==> config.mk <==
export PLATFORM = sky130hd
export DESIGN_NAME = uart_alu_sequencer
export DESIGN_NICKNAME = d
export VERILOG_FILES = /design/src/rtl/uart_alu_sequencer_pkg.sv /design/src/rtl/uart_alu_sequencer_rise_detect.sv /design/src/rtl/uart_alu_sequencer.sv
export SDC_FILE = /design/constraint.sdc
export NUM_CORES = 1
export LEC_CHECK = 0
export BUFFER_PORTS_ARGS = -buffer_cell sky130_fd_sc_hd__buf_2
export CELL_PAD_IN_SITES_DETAIL_PLACEMENT = 1
export CELL_PAD_IN_SITES_GLOBAL_PLACEMENT = 1
export CORE_ASPECT_RATIO = 0.8
export CORE_MARGIN = 2
export CORE_UTILIZATION = 42
export DETAILED_ROUTE_END_ITERATION = 7
export GPL_TIMING_DRIVEN = 0
export PLACE_DENSITY = 0.84
export SETUP_SLACK_MARGIN = 0.02
export SLEW_MARGIN = 25
export SYNTH_ARGS = -nofsm -noshare
export SYNTH_HDL_FRONTEND = slang
export SYNTH_SLANG_ARGS = --single-unit
==> constraint.sdc <==
create_clock -name i_clock -period 2.16 [get_ports i_clock]
set_input_delay 0.324 -clock i_clock [delete_from_list [all_inputs] [get_ports i_clock]]
set_output_delay 0.324 -clock i_clock [all_outputs]
set_load 0.02 [all_outputs]
==> src/rtl/uart_alu_sequencer_pkg.sv <==
// Shared definitions for the UART/ALU sequencer: widths, FSM state encodings and ALU opcodes.
// The opcode constants are also used by the ALU and by the benches.
package uart_alu_sequencer_pkg;

  localparam int unsigned WIDTH_WORD_DEF   = 8;
  localparam int unsigned WIDTH_OPCODE_DEF = 6;

  typedef enum logic [5:0] {
    ST_WAIT_A  = 6'b000001,
    ST_WAIT_B  = 6'b000010,
    ST_WAIT_OP = 6'b000100,
    ST_EXEC    = 6'b001000,
    ST_SEND    = 6'b010000,
    ST_WAIT_TX = 6'b100000
  } state_e;

  localparam logic [5:0] OP_ADD = 6'b100000;
  localparam logic [5:0] OP_SUB = 6'b100010;
  localparam logic [5:0] OP_AND = 6'b100100;
  localparam logic [5:0] OP_OR  = 6'b100101;
  localparam logic [5:0] OP_XOR = 6'b100110;
  localparam logic [5:0] OP_NOR = 6'b100111;
  localparam logic [5:0] OP_SRA = 6'b000011;
  localparam logic [5:0] OP_SRL = 6'b000010;

endpackage

==> src/rtl/uart_alu_sequencer_rise_detect.sv <==
// Rising-edge detector: turns a level held for any number of cycles into a single event.
module rise_detect (
  input  logic clk_i,
  input  logic rst_ni,
  input  logic level_i,
  output logic rise_o
);

  logic level_q;

  always_ff @(posedge clk_i or negedge rst_ni) begin
    if (!rst_ni) level_q <= 1'b0;
    else         level_q <= level_i;
  end

  assign rise_o = level_i & ~level_q;

endmodule

==> src/rtl/uart_alu_sequencer.sv <==
// Collects operand A, operand B and opcode bytes from the UART receiver, runs them through the
// external ALU and hands the result to the transmitter; recovers from lost bytes via a timeout.
module uart_alu_sequencer
  import uart_alu_sequencer_pkg::*;
#(
  parameter int unsigned WIDTH_WORD     = WIDTH_WORD_DEF,
  parameter int unsigned WIDTH_OPCODE   = WIDTH_OPCODE_DEF,
  parameter int unsigned TIMEOUT_CYCLES = 1000000
) (
  input  logic                    i_clock,
  input  logic                    i_reset,
  input  logic                    i_rx_done,
  input  logic [WIDTH_WORD-1:0]   i_rx_data,
  input  logic                    i_tx_done,
  input  logic [WIDTH_WORD-1:0]   i_alu_result,
  output logic [WIDTH_WORD-1:0]   o_alu_a,
  output logic [WIDTH_WORD-1:0]   o_alu_b,
  output logic [WIDTH_OPCODE-1:0] o_alu_opcode,
  output logic                    o_tx_start,
  output logic [WIDTH_WORD-1:0]   o_tx_data,
  output logic                    o_busy,
  output logic                    o_timeout,
  output logic                    o_overrun
);

  localparam int unsigned CNT_W = $clog2(TIMEOUT_CYCLES);
  localparam logic [CNT_W-1:0] CNT_LAST = CNT_W'(TIMEOUT_CYCLES - 1);

  state_e                  state_q;
  logic [CNT_W-1:0]        cnt_q;
  logic [WIDTH_WORD-1:0]   alu_a_q, alu_b_q, tx_data_q;
  logic [WIDTH_OPCODE-1:0] opcode_q;
  logic                    tx_start_q, timeout_q, overrun_q;
  logic                    rx_evt, tx_evt;

  rise_detect u_rx_rise (.clk_i(i_clock), .rst_ni(i_reset), .level_i(i_rx_done), .rise_o(rx_evt));
  rise_detect u_tx_rise (.clk_i(i_clock), .rst_ni(i_reset), .level_i(i_tx_done), .rise_o(tx_evt));

  always_ff @(posedge i_clock or negedge i_reset) begin
    if (!i_reset) begin
      state_q    <= ST_WAIT_A;
      cnt_q      <= '0;
      alu_a_q    <= '0;
      alu_b_q    <= '0;
      opcode_q   <= '0;
      tx_data_q  <= '0;
      tx_start_q <= 1'b0;
      timeout_q  <= 1'b0;
      overrun_q  <= 1'b0;
    end else begin
      tx_start_q <= 1'b0;
      timeout_q  <= 1'b0;
      overrun_q  <= 1'b0;
      case (state_q)
        ST_WAIT_A: if (rx_evt) begin
          alu_a_q <= i_rx_data;
          cnt_q   <= '0;
          state_q <= ST_WAIT_B;
        end
        ST_WAIT_B: if (rx_evt) begin
          alu_b_q <= i_rx_data;
          cnt_q   <= '0;
          state_q <= ST_WAIT_OP;
        end else if (cnt_q == CNT_LAST) begin
          timeout_q <= 1'b1;
          cnt_q     <= '0;
          state_q   <= ST_WAIT_A;
        end else begin
          cnt_q <= cnt_q + 1'b1;
        end
        ST_WAIT_OP: if (rx_evt) begin
          opcode_q <= i_rx_data[WIDTH_OPCODE-1:0];
          cnt_q    <= '0;
          state_q  <= ST_EXEC;
        end else if (cnt_q == CNT_LAST) begin
          timeout_q <= 1'b1;
          cnt_q     <= '0;
          state_q   <= ST_WAIT_A;
        end else begin
          cnt_q <= cnt_q + 1'b1;
        end
        // Start is raised here so the registered pulse coincides with the SEND cycle.
        ST_EXEC: begin
          tx_data_q  <= i_alu_result;
          tx_start_q <= 1'b1;
          state_q    <= ST_SEND;
        end
        ST_SEND:    state_q <= ST_WAIT_TX;
        ST_WAIT_TX: if (tx_evt) state_q <= ST_WAIT_A;
        default:    state_q <= ST_WAIT_A;
      endcase
      if (rx_evt && (state_q inside {ST_EXEC, ST_SEND, ST_WAIT_TX}))
        overrun_q <= 1'b1;
    end
  end

  assign o_alu_a      = alu_a_q;
  assign o_alu_b      = alu_b_q;
  assign o_alu_opcode = opcode_q;
  assign o_tx_data    = tx_data_q;
  assign o_tx_start   = tx_start_q;
  assign o_timeout    = timeout_q;
  assign o_overrun    = overrun_q;
  // One-hot bit 0 is WAIT_A, so busy comes straight off a single flop.
  assign o_busy       = ~state_q[0];

endmodule

==> results.cfg <==
[status]
outcome = completed

[drt]
vias_per_cell = 5.50
postRouteAntennaNets = 0
wirelength_um = 7410
drt_iter0_markers = 119
firstDrtPassIters = 4
wl_per_cell_um = 17.1
num_vias = 2380
drcViolationCount = 0

[grt]
grt_pass1_wl_um = 12400
antenna_found_initial = 0
grt_start_max_net_pins = 62
grt_pass1_vias = 2522
grt_usage_pct = 22.1
gr-total-overflow = 0

[layout]
fill_cells = 754
regArea_sq_um = 1530
syn2layout_area_growth_pct = 24.7
layout_common_cells = nand2_1 (60), dfrtp_1 (60), buf_2 (55), mux2_2 (16), nand3_1 (14)
multi_input_area_sq_um = 1220
layout-drive-gt1-share_pct = 31.5
final_core_util_pct = 54.4
diodes = 0
nets = 365

[placement]
port_buffers = 53
dp_slack_ps = -107
dp_hpwl_um = 5060
gp_congestion = 0.812

[sta]
min_period_ps = 2070
finalSetupViolations = 0
timing.final.crit_share_pct = 95.7
drv_slew = 0
max_freq_mhz = 484
finalHoldViolations = 0
rsz0062_at_grt = true
tightestPinTransition_ps = 757
setup_slack_ps = 93.8
finClkSkew_ps = 5.74
slew_headroom_pct = 49.5

[logic_synthesis]
synth_cell_types = 46
netlist_instances = 276
postSynthAreaPerCell_sq_um = 10.2
synth-async-reset-ratio_pct = 100
synthesis.area_sq_um = 2810
synth_edf_count = 0
yosysSeqAreaShare_pct = 54.3
synth-seq-cells = 61
synth_flop_cell = dfrtp_1
syn_nets = 297
yosysWarnings = 0

[floorplan]
die_area_sq_um = 7370
rows = 26
start_util_pct = 43.6
die_h_um = 77.2
coreArea_sq_um = 6440
ios = 54
die_w_um = 95.5

[power]
vdd_ir_drop_max_uv = 465
p_int_uw = 2180
powerDensity_nw_per_um2 = 828
pwr-share-clk_pct = 43.3
leakage_uw = 0.00170
power_frac_seq_pct = 43.6
switching_share_pct = 25.0
switchingPower_uw = 725
pwr-share-comb_pct = 13.1

[cts]
cts-buffers-inserted = 9
clockBufferDepth = 2
cts_root_buf = clkbuf_8
clk_pin_slew_ps = 70
cts_num_sinks = 61
tritoncts = built
h-tree-depth = 3
insertion_delay_ps = 350

[worst_setup_path]
startpoint_type = flip-flop
required_ps = 2390
crit_path_max_fanout = 7
arrival_ps = 2300
critPathKind = flip-flop to flip-flop
end_kind = flip-flop

[worst_hold_path]
worstHoldPathType = input port to asynchronous set/reset pin

[run]
drv_cap = 0
## metal layers
| metal | global-route usage (%) | wire, um |
|---|---|---|
| met1 | 27.6 | 3180 |
| met2 | 36.6 | 3770 |
| met3 | 7.96 | 391 |
| met4 | 5.00 | 73 |
| met5 | 0 | 0 |
## Yosys cell counts, drive strengths merged (2+ instances only)
cell | n | area [sq um]
nor3b | 2 | 15.0
nor2 | 10 | 37.5
nor2b | 2 | 12.5
or3 | 2 | 12.5
clkbuf | 4 | 15.0
nand2 | 60 | 225
nor4 | 7 | 73.8
and4 | 3 | 26.3
nand2b | 4 | 25.0
nand3 | 15 | 80.1
a22o | 3 | 26.3
and2 | 3 | 18.8
a41oi | 2 | 17.5
and3 | 6 | 37.5
o31a | 2 | 17.5
mux2 | 16 | 180
o21ai | 8 | 40.0
inv | 8 | 30.0
a31oi | 11 | 68.8
a21o | 2 | 15.0
xor2 | 3 | 26.3
a21oi | 14 | 73.8
nor3 | 3 | 15.0
o21a | 2 | 15.0
nand4 | 4 | 25.0
buf | 7 | 46.3
dfrtp | 60 | 1500
## worst paths after layout
path / end / depth (start not counted) / start / slack, ps
worst min register to register: o_tx_data[2] / 2 / o_tx_data[2] / 470
min in group i_clock: u_tx_rise.level_q / 1 / i_tx_done / 100
worst max-delay path: cnt_q[11] / 6 / cnt_q[7] / 90
worst min-delay path: o_alu_b[7] / 1 / i_reset / 40
max in group asynchronous: cnt_q[10] / 1 / i_reset / 1610
worst max register to register: cnt_q[11] / 6 / cnt_q[7] / 90
## layout make-up
type	instances	share of cell area (%)
sequential	61	43.6
multi-input combinational	195	34.9
timing repair buffer	58	8.71
clock buffer	11	4.03
clock inverter	5	3.07
tap	84	3.00
buffer	10	1.75
inverter	9	0.964
## worst max-delay path, cell delays in order (launching register included)
cell	delay [ps]
dfrtp_1	450
or4_4	570
nor4_4	230
a21oi_4	140
buf_4	160
and3_1	150
a211o_1	250
## state kept, by name, summed over array words and instances, names as in the netlist
signal             cells
o_alu_b                8
o_overrun              1
u_tx_rise.level_q      1
o_timeout              1
u_rx_rise.level_q      1
o_alu_opcode           6
o_tx_start             1
cnt_q                 20
o_alu_a                8
o_tx_data              8
state_q                6
## kinds of logic (layout without fill, tap and decap cells)
kind of cell	count (synthesis)	in the layout	share of synthesized area [%]
buffers and inverters	20	93	3.38
XOR/XNOR	3	3	0.935
AO/OA/AOI/OAI	48	48	10.9
adder cells (fa/ha/maj)	1	1	0.445
flip-flops	61	61	54.3
AND/OR/NAND/NOR	126	126	23.3
multiplexers	17	17	6.76
## metrics by stage
stage               hold slack [ps]  power, uW  cell area [sq um]  setup TNS, ps  std cells
floorplan                      28.4       1500               2810              0        276
global placement                447       1640               3180           -145        413
detailed placement              450       1660               3180           -968        413
CTS                            73.0       2920               3430              0        429
global route                   76.4       3020               3500          -1.13        433
finish                         44.2       2900               3500              0        433
## timing repair
action,CTS,global route
setup buffers,0,5
pin swaps,0,1
endpoints found under the setup margin,10,20
resized for setup,1,7
cloned,0,0
hold buffers,0,0
## power by group through the flow
stage	Combinational [uW]	Sequential, uW	Clock, uW
2_1_floorplan	128	1370	0
3_3_place_gp	359	1280	0
3_5_place_dp	373	1290	0
4_1_cts	376	1270	1270
5_1_grt	413	1270	1330
6_report	381	1260	1260
Note: power is estimated with default switching activity, not from simulation.
